==> config.mk <==
export PLATFORM = sky130hd
export DESIGN_NAME = prog_clk_divider
export DESIGN_NICKNAME = d
export VERILOG_FILES = /design/src/rtl/prog_clk_divider.sv
export SDC_FILE = /design/constraint.sdc
export NUM_CORES = 1
export LEC_CHECK = 0
export CORE_ASPECT_RATIO = 0.9
export CORE_MARGIN = 5
export CORE_UTILIZATION = 50
export DETAILED_ROUTE_END_ITERATION = 7
export GPL_TIMING_DRIVEN = 0
export HOLD_SLACK_MARGIN = 0.03
export PLACE_DENSITY_LB_ADDON = 0.2
export SYNTH_ARGS = -nofsm -noshare
export SYNTH_HDL_FRONTEND = slang
export SYNTH_SLANG_ARGS = --single-unit
==> constraint.sdc <==
create_clock -name cp -period 4.2 [get_ports cp]
set_input_delay 0.63 -clock cp [delete_from_list [all_inputs] [get_ports cp]]
set_output_delay 0.63 -clock cp [all_outputs]
set_load 0.005 [all_outputs]
==> src/rtl/prog_clk_divider.sv <==
// Programmable clock divider: counts 0..D-1 and produces a registered divided clock,
// a terminal-count flag and a quadrature output when DIV_QUAD_OUT_EN is defined.
// Latency: outputs register one edge after the count; new divisors take effect at the next wrap.
// Backpressure: none; en freezes the count, and divisor loads are accepted every cycle.
module prog_clk_divider #(
    parameter int WIDTH     = 8,
    parameter int RESET_DIV = 4
) (
    input  logic             cp,
    input  logic             rst,
    input  logic             en,
    input  logic [WIDTH-1:0] div_in,
    input  logic             div_load,
    output logic             div_ack,
    output logic             div_err,
    output logic             clk_out,
    output logic             tc,
    output logic [WIDTH-1:0] cnt
`ifdef DIV_QUAD_OUT_EN
    ,
    output logic             clk_q
`endif
);

    localparam logic [WIDTH-1:0] ONE     = WIDTH'(1);
    localparam logic [WIDTH-1:0] MIN_DIV = WIDTH'(2);
    localparam logic [WIDTH-1:0] RST_DIV = WIDTH'(RESET_DIV);

    logic [WIDTH-1:0] cnt_q, cnt_d;
    logic [WIDTH-1:0] div_q, div_d;
    logic [WIDTH-1:0] pend_q, pend_d;
    logic             pend_vld_q, pend_vld_d;
    logic             clk_out_q, clk_out_d;
    logic             div_ack_q, div_ack_d;
    logic             div_err_q, div_err_d;
    logic             wrap;
    logic             load_ok;
    logic [WIDTH-1:0] high_start;
`ifdef DIV_QUAD_OUT_EN
    logic             clk_q_q, clk_q_d;
    logic [WIDTH:0]   quad_sum;
    logic [WIDTH:0]   quad_phase;
`endif

    // Next-state: count/wrap, pending divisor handling, and output phases from the next count.
    always_comb begin
        wrap       = en && (cnt_q == div_q - ONE);
        load_ok    = div_load && (div_in >= MIN_DIV);
        cnt_d      = cnt_q;
        div_d      = div_q;
        pend_d     = pend_q;
        pend_vld_d = pend_vld_q;
        div_ack_d  = 1'b0;
        div_err_d  = div_load && !load_ok;

        if (en) begin
            cnt_d = wrap ? '0 : cnt_q + ONE;
        end

        // The divisor swaps only at a wrap so every clk_out phase stays whole.
        if (wrap && pend_vld_q) begin
            div_d      = pend_q;
            pend_vld_d = 1'b0;
            div_ack_d  = 1'b1;
        end

        // A load on the wrap edge itself lands in pending and waits for the next wrap.
        if (load_ok) begin
            pend_d     = div_in;
            pend_vld_d = 1'b1;
        end

        // Low for ceil(D/2) counts, high for floor(D/2) counts.
        high_start = div_d - (div_d >> 1);
        clk_out_d  = (cnt_d >= high_start);

`ifdef DIV_QUAD_OUT_EN
        // Same waveform shifted early by floor(D/4) counts, wrapped modulo D.
        quad_sum   = {1'b0, cnt_d} + {1'b0, (div_d >> 2)};
        quad_phase = (quad_sum >= {1'b0, div_d}) ? (quad_sum - {1'b0, div_d}) : quad_sum;
        clk_q_d    = (quad_phase >= {1'b0, high_start});
`endif
    end

    // State registers with synchronous active-low reset; reset drops any pending load.
    always_ff @(posedge cp) begin
        if (!rst) begin
            cnt_q      <= '0;
            div_q      <= RST_DIV;
            pend_q     <= '0;
            pend_vld_q <= 1'b0;
            clk_out_q  <= 1'b0;
            div_ack_q  <= 1'b0;
            div_err_q  <= 1'b0;
`ifdef DIV_QUAD_OUT_EN
            clk_q_q    <= 1'b0;
`endif
        end else begin
            cnt_q      <= cnt_d;
            div_q      <= div_d;
            pend_q     <= pend_d;
            pend_vld_q <= pend_vld_d;
            clk_out_q  <= clk_out_d;
            div_ack_q  <= div_ack_d;
            div_err_q  <= div_err_d;
`ifdef DIV_QUAD_OUT_EN
            clk_q_q    <= clk_q_d;
`endif
        end
    end

    assign cnt     = cnt_q;
    assign clk_out = clk_out_q;
    assign div_ack = div_ack_q;
    assign div_err = div_err_q;
    assign tc      = wrap;
`ifdef DIV_QUAD_OUT_EN
    assign clk_q   = clk_q_q;
`endif

endmodule

==> key figures, run 1 <==
Critical path
  – CP max stage delay: 0.46 ns
  – Startpoint types: register
  – CP required: 4.38 ns
  – Crit path cell chain: xor2_1 -> nor3_1 -> a31oi_4 -> nor4b_4 -> buf_6 -> buf_6 -> mux2i_4 -> xnor2_2 -> ha_4 -> nor3_2 -> mux2i_1 -> nor2b_2 -> xnor2_1 -> ha_1 -> a21o_1 -> a21o_1 -> a21oi_2 -> nor2b_1 -> o21ai_1 -> a21oi_1
  – Crit-path max FO: 5
  – CP Class: register to register
  – Critical path arrival: 4.35 ns
  – CP endpoint kind: register
  – Worst R2R Setup Slack: 0.03 ns
  – Slowest cell on crit path: dfxtp_1

Clocking
  – CTS root buffer: clkbuf_8
  – Clock latency on the worst-skew pair: 0.28 ns
  – Clock sink count: 28
  – Num CTS Buffers: 3
  – CTS Hold Bufs: 0
  – H-tree depth: 1
  – Clock-pin slew on the worst setup and hold paths: 0.11 ns
  – Longest Clk Path Bufs: 2
  – CTS tree: yes

Power and ir drop
  – PwrDens: 219 nW/um^2
  – P_leak: 1.12 nW
  – Maximum vdd ir drop: 0.180 mV

GRT
  – Initial antenna violation count: 0
  – Total gr overflow: 0
  – Number of global-route vias before repair: 1544
  – GRT Overall Usage: 16.7%
  – First-pass GRT wire length: 7430 um
  – Largest net degree at the start of global routing: 17

STA
  – Setup Viol. Count Final: 0
  – Maximum achievable frequency: 0.240 GHz
  – RSZ-0062 raised after global routing: true
  – Final hold viol count: 0
  – Clock skew: 0.00992 ns
  – Relative slew margins: 51.1%
  – Crit share post-route: 99.3%
  – Final Max Tran Viols: 0
  – Worst slew pin tran: 0.729 ns
  – Min cycle time layout: 4.17 ns

Synth
  – Post-synth top flop: dfxtp_1
  – Syn Inst Count: 234
  – Synth Area in Adders: 8.86%
  – Compound-cell area share of the yosys netlist: 13.3%
  – Largest family of logic cells by synthesized area: simple AND/OR/NAND/NOR gates
  – Multiplexer area fraction after synthesis: 9.11%
  – Synth unique cells: 37
  – Post-Synth XOR/XNOR Area: 10.6%
  – FFs w/ async S/R, synth: 0%
  – Simple-Gate Fraction of Synth Area: 25.2%
  – Synth warnings: 0
  – EDFF count, synth: 0
  – Syn_area_per_cell: 8.45 sq um
  – Syn Nets: 260
  – Synthesized area: 1980 sq um
  – Seq/Total Area, Yosys: 28.4%
  – Flops & latches, synth: 28

Die
  – Initial Util: 52.6%
  – Core region area: 3760 sq um
  – Rows: 21
  – I/O pin count: 24
  – Die Ht: 69.7 um
  – Die width: 76.3 um
  – Die area: 5310 sq um

Finish
  – Cell area after layout: 2630 sq um
  – Final Util: 69.9%
  – Share of post-route cells with drive strength above 1: 21.3%
  – Final nets: 299
  – Area Overhead vs Synth: 32.8%
  – Most frequent cells in the layout: dfxtp_1 (21), clkdlybuf4s50_1 (21), nand2_1 (20)
  – Ant. Diodes: 0
  – # fillers: 276

Placed design
  – Area after DPL: 2250 sq um
  – GPL Wtd Cong: 0.850
  – Post-DP HPWL: 3180 um
  – PortBufs: 21

Drt
  – DR pass1 iterations: 4
  – DRT antenna net count: 0
  – DR WL/cell: 15.4 um
  – Via-to-Cell Ratio: 5.54
  – Initial DRC Count: 106
  – Vias: 1761
  – DRC viols: 0
  – Wirelength, routed: 4910 um

Run status
  – Status: finished, final reports clean

Min path
  – Hold Path Class: register to register

Job
  – Max-Cap Viols: 0
## cells by family after synthesis
logic type	Yosys count
muxes	18
xor gates and xnor gates	24
buffers and inverters	21
adders and majority gates	14
and+or+nand+nor	91
AOI/OAI and AO/OA	38
DFF	28
## where the power goes
part	switching [W]	internal [W]
logic	0.0000340	0.0000403
clock network	0.0000914	0.000128
registers	0.00000926	0.000272
## layout make-up
type | count | area, sq um | share of cell area (%)
Buffer | 8 | 38.8 | 1.48
Tap cell | 46 | 57.6 | 2.19
Inverter | 11 | 43.8 | 1.67
Clock buffer | 3 | 41.3 | 1.57
Clock inverter | 1 | 30.0 | 1.14
Timing Repair Buffer | 36 | 327 | 12.4
Multi-Input combinational cell | 185 | 1510 | 57.6
Sequential cell | 28 | 577 | 22.0
## sequential cells by signal, summed over array words and instances (netlist names)
register / flops
pend_q: 8
cnt: 8
pend_vld_q: 1
div_q: 8
div_err: 1
clk_out: 1
div_ack: 1
## cell usage after synthesis (3+ instances only)
master / number / area (sq um)
o21ai_0: 4 / 20.0
ha_1: 14 / 175
and3_1: 4 / 25.0
buf_2: 3 / 15.0
a21boi_0: 7 / 52.6
dfxtp_1: 28 / 561
xnor2_1: 10 / 87.6
nor2_1: 19 / 71.3
xor2_1: 14 / 123
nand2b_1: 4 / 25.0
nand2_1: 20 / 75.1
mux2i_1: 18 / 180
and2_1: 8 / 50.1
a21oi_1: 11 / 55.1
nand4_1: 3 / 18.8
inv_1: 11 / 41.3
nor3_1: 8 / 40.0
clkbuf_1: 6 / 22.5
a21o_1: 3 / 22.5
nor2b_1: 13 / 81.3
nand3_1: 6 / 30.0
## per-layer routing
| metal | wire length (um) | share of wire (%) | track usage (%) |
|---|---|---|---|
| met1 | 2170 | 44 | 22.6 |
| met3 | 242 | 4.9 | 3.51 |
| met2 | 2430 | 49 | 26.8 |
| met5 | 0 | 0 | 0 |
| met4 | 70 | 1.4 | 4.27 |
## metrics by stage
| step | instances | TNS, ns | hold slack (ns) | total power (W) | worst slack (ns) |
|---|---|---|---|---|---|
| floorplan | 234 | 0 | 0.443 | 0.000328 | 0.0421 |
| global placement | 301 | -0.537 | 0.473 | 0.000354 | -0.537 |
| detailed placement | 301 | -0.604 | 0.479 | 0.000355 | -0.604 |
| CTS | 308 | 0 | 0.492 | 0.000578 | 0.0118 |
| global route | 318 | -0.247 | 0.555 | 0.000600 | -0.247 |
| finish | 318 | 0 | 0.486 | 0.000574 | 0.0296 |
## path summary, 6_finish.rpt
path,startpoint,to,cells after the start
worst min-delay path,pend_q[7],pend_q[7],2
worst min register to register,pend_q[7],pend_q[7],2
worst max-delay path,cnt[3],clk_out,20
worst max register to register,cnt[3],clk_out,20
## repair_timing
action | CTS | global route
endpoints found under the setup margin | 1 | 1
gates resized for setup | 14 | 36
setup buffers | 3 | 12
pin swaps | 1 | 17
endpoints found under the hold margin | 0 | 0
## worst max-delay path, delay by kind of cell, from the launching register on
family	cells	cell delay (ns)
AOI/OAI and AO/OA	6	0.83
xor gates and xnor gates	3	0.47
adders and majority gates	2	0.44
buffers and inverters	2	0.28
DFF	1	0.46
muxes	2	0.39
and+or+nand+nor	5	1.19
Note: power is estimated with default switching activity, not from simulation.
==> run 2: changes to the inputs <==
CORE_MARGIN = unset   (was 5)
==> run 2 against run 1 <==
Via count grew 0.34%. Total power grew 2.0%. Utilization grew 2.3 points. Clock skew shrank 0.0022 ns. Global-route usage grew 7.2 points. Cell area grew 3.3%. Sequential power is essentially flat. First-iteration DRC count grew 15%. Sequential share of layout area shrank 0.75 points. Routed wire length grew 3.5%. Final cell count grew 1.6%.
==> key figures, run 2 (synthesized netlist as in run 1, its figures left out) <==
Drt
  – DR pass1 iterations: 4
  – DRC viols: 0
  – Via-to-Cell Ratio: 5.47
  – DR WL/cell: 15.7 um
  – Wirelength, routed: 5080 um
  – DRT antenna net count: 0
  – Vias: 1767
  – Initial DRC Count: 122

Clocking
  – Clock sink count: 28
  – Longest Clk Path Bufs: 2
  – Clock latency on the worst-skew pair: 0.30 ns
  – CTS root buffer: clkbuf_8
  – Num CTS Buffers: 3
  – H-tree depth: 1
  – Clock-pin slew on the worst setup and hold paths: 0.11 ns
  – CTS tree: yes

Power and ir drop
  – Int Pwr: 0.000442 W
  – Combinational fraction of design power: 13.3%
  – Sw Ratio: 24.6%
  – Clk pwr share: 38.7%
  – Maximum vdd ir drop: 0.178 mV
  – PwrDens: 216 nW/um^2
  – Switching power: 0.000144 W
  – Seq pwr share: 48.0%
  – P_leak: 1.16 nW

STA
  – Final Max Tran Viols: 0
  – Final worst slack: 0.0694 ns
  – RSZ-0062 raised after global routing: true
  – Crit share post-route: 98.3%
  – Relative slew margins: 53.8%
  – Clock skew: 0.00770 ns
  – Maximum achievable frequency: 0.242 GHz
  – Setup Viol. Count Final: 0
  – Worst slew pin tran: 0.690 ns
  – Final hold viol count: 0
  – Min cycle time layout: 4.13 ns
  – Total Neg Setup Slack: 0 ns

GRT
  – Number of global-route vias before repair: 1606
  – Total gr overflow: 0
  – First-pass GRT wire length: 7250 um
  – Largest net degree at the start of global routing: 17
  – GRT Overall Usage: 23.9%
  – Initial antenna violation count: 0

Finish
  – Share of post-route cells with drive strength above 1: 23.1%
  – Commonest non-fill, non-tap cell in the layout: dfxtp_1
  – Most frequent cells in the layout: dfxtp_1 (22), clkdlybuf4s50_1 (21), nand2_1 (20)
  – Final nets: 304
  – Post-route insts no fill: 323
  – Cell area after layout: 2710 sq um
  – Ant. Diodes: 0
  – Area Overhead vs Synth: 37.2%

Placed design
  – Post-DP HPWL: 3120 um
  – Area after DPL: 2250 sq um
  – Placed insts: 301
  – PortBufs: 21
  – Post-place setup slack: -0.551 ns
  – GPL Wtd Cong: 0.843

Run status
  – Status: finished, final reports clean

Die
  – Initial Util: 52.6%
  – Die area: 4210 sq um
  – Rows: 21
  – Die Ht: 61.7 um
  – I/O pin count: 24
  – Die width: 68.3 um
  – Core region area: 3760 sq um

Critical path
  – CP endpoint kind: register
  – Worst R2R Setup Slack: 0.07 ns
  – Startpoint types: register
  – Critical path arrival: 4.33 ns
  – Crit-path max FO: 7
  – CP Class: register to register
  – CP required: 4.40 ns

Job
  – Max-Cap Viols: 0

Min path
  – Hold Path Class: register to register
run 2: path summary, 6_finish.rpt:
| check | start | to | depth (start not counted) |
|---|---|---|---|
| worst min-delay path | pend_q[7] | pend_q[7] | 2 |
| worst min register to register | pend_q[7] | pend_q[7] | 2 |
| worst max register to register | div_q[2] | clk_out | 19 |
| worst max-delay path | div_q[2] | clk_out | 19 |
run 2: cell type report:
type | count | area (sq um)
inverter | 11 | 43.8
buffer | 8 | 41.3
clock buffer | 3 | 41.3
multi-input combinational | 185 | 1540
sequential | 28 | 576
fill | 289 | 1040
clock inverter | 1 | 30.0
timing repair buffer | 41 | 380
tap | 46 | 57.6
run 2: power groups by stage:
stage | registers, W | clock network, W | logic [W]
3_5_place_dp | 0.000288 | 0 | 0.0000677
2_1_floorplan | 0.000286 | 0 | 0.0000421
5_1_grt | 0.000283 | 0.000237 | 0.0000865
6_report | 0.000281 | 0.000227 | 0.0000777
3_3_place_gp | 0.000288 | 0 | 0.0000669
4_1_cts | 0.000282 | 0.000226 | 0.0000705
run 2: worst max-delay path, stage by stage (launching register included):
cell and delay (ns):
dfxtp_4 0.39, nand2b_4 0.15, o211a_1 0.21, o31a_1 0.38
nor4b_4 0.39, buf_6 0.18, buf_6 0.11, mux2i_4 0.29
xnor2_4 0.16, ha_4 0.18, nand2_1 0.07, mux2i_2 0.24
o211a_1 0.20, nor2_1 0.06, xnor2_1 0.30, ha_1 0.31
a21oi_2 0.16, nor2b_1 0.06, o21ai_1 0.13, a21oi_1 0.08
run 2: repair_timing:
action                                  in CTS  in global routing
endpoints found under the setup margin       1                  1
pin swaps                                    2                 21
gates resized for setup                     12                 45
buffers inserted                             7                 13
hold buffers                                 0                  0
run 2: through the flow:
step	hold slack (ns)	utilization [%]	total power, W
2_1_floorplan	0.443	-	0.000328
3_3_place_gp	0.479	59.8	0.000354
3_5_place_dp	0.484	59.8	0.000356
4_1_cts	0.497	64.3	0.000578
5_1_grt	0.542	72.2	0.000606
6_report	0.491	72.2	0.000586
run 2: per-layer routing:
layer	vias to the layer above	GRT usage [%]	share of wire [%]
met5	-	0	0
met4	0	11.0	2.4
met3	8	5.74	3.1
met2	37	39.1	50
met1	827	29.6	44
li1	895	-	-
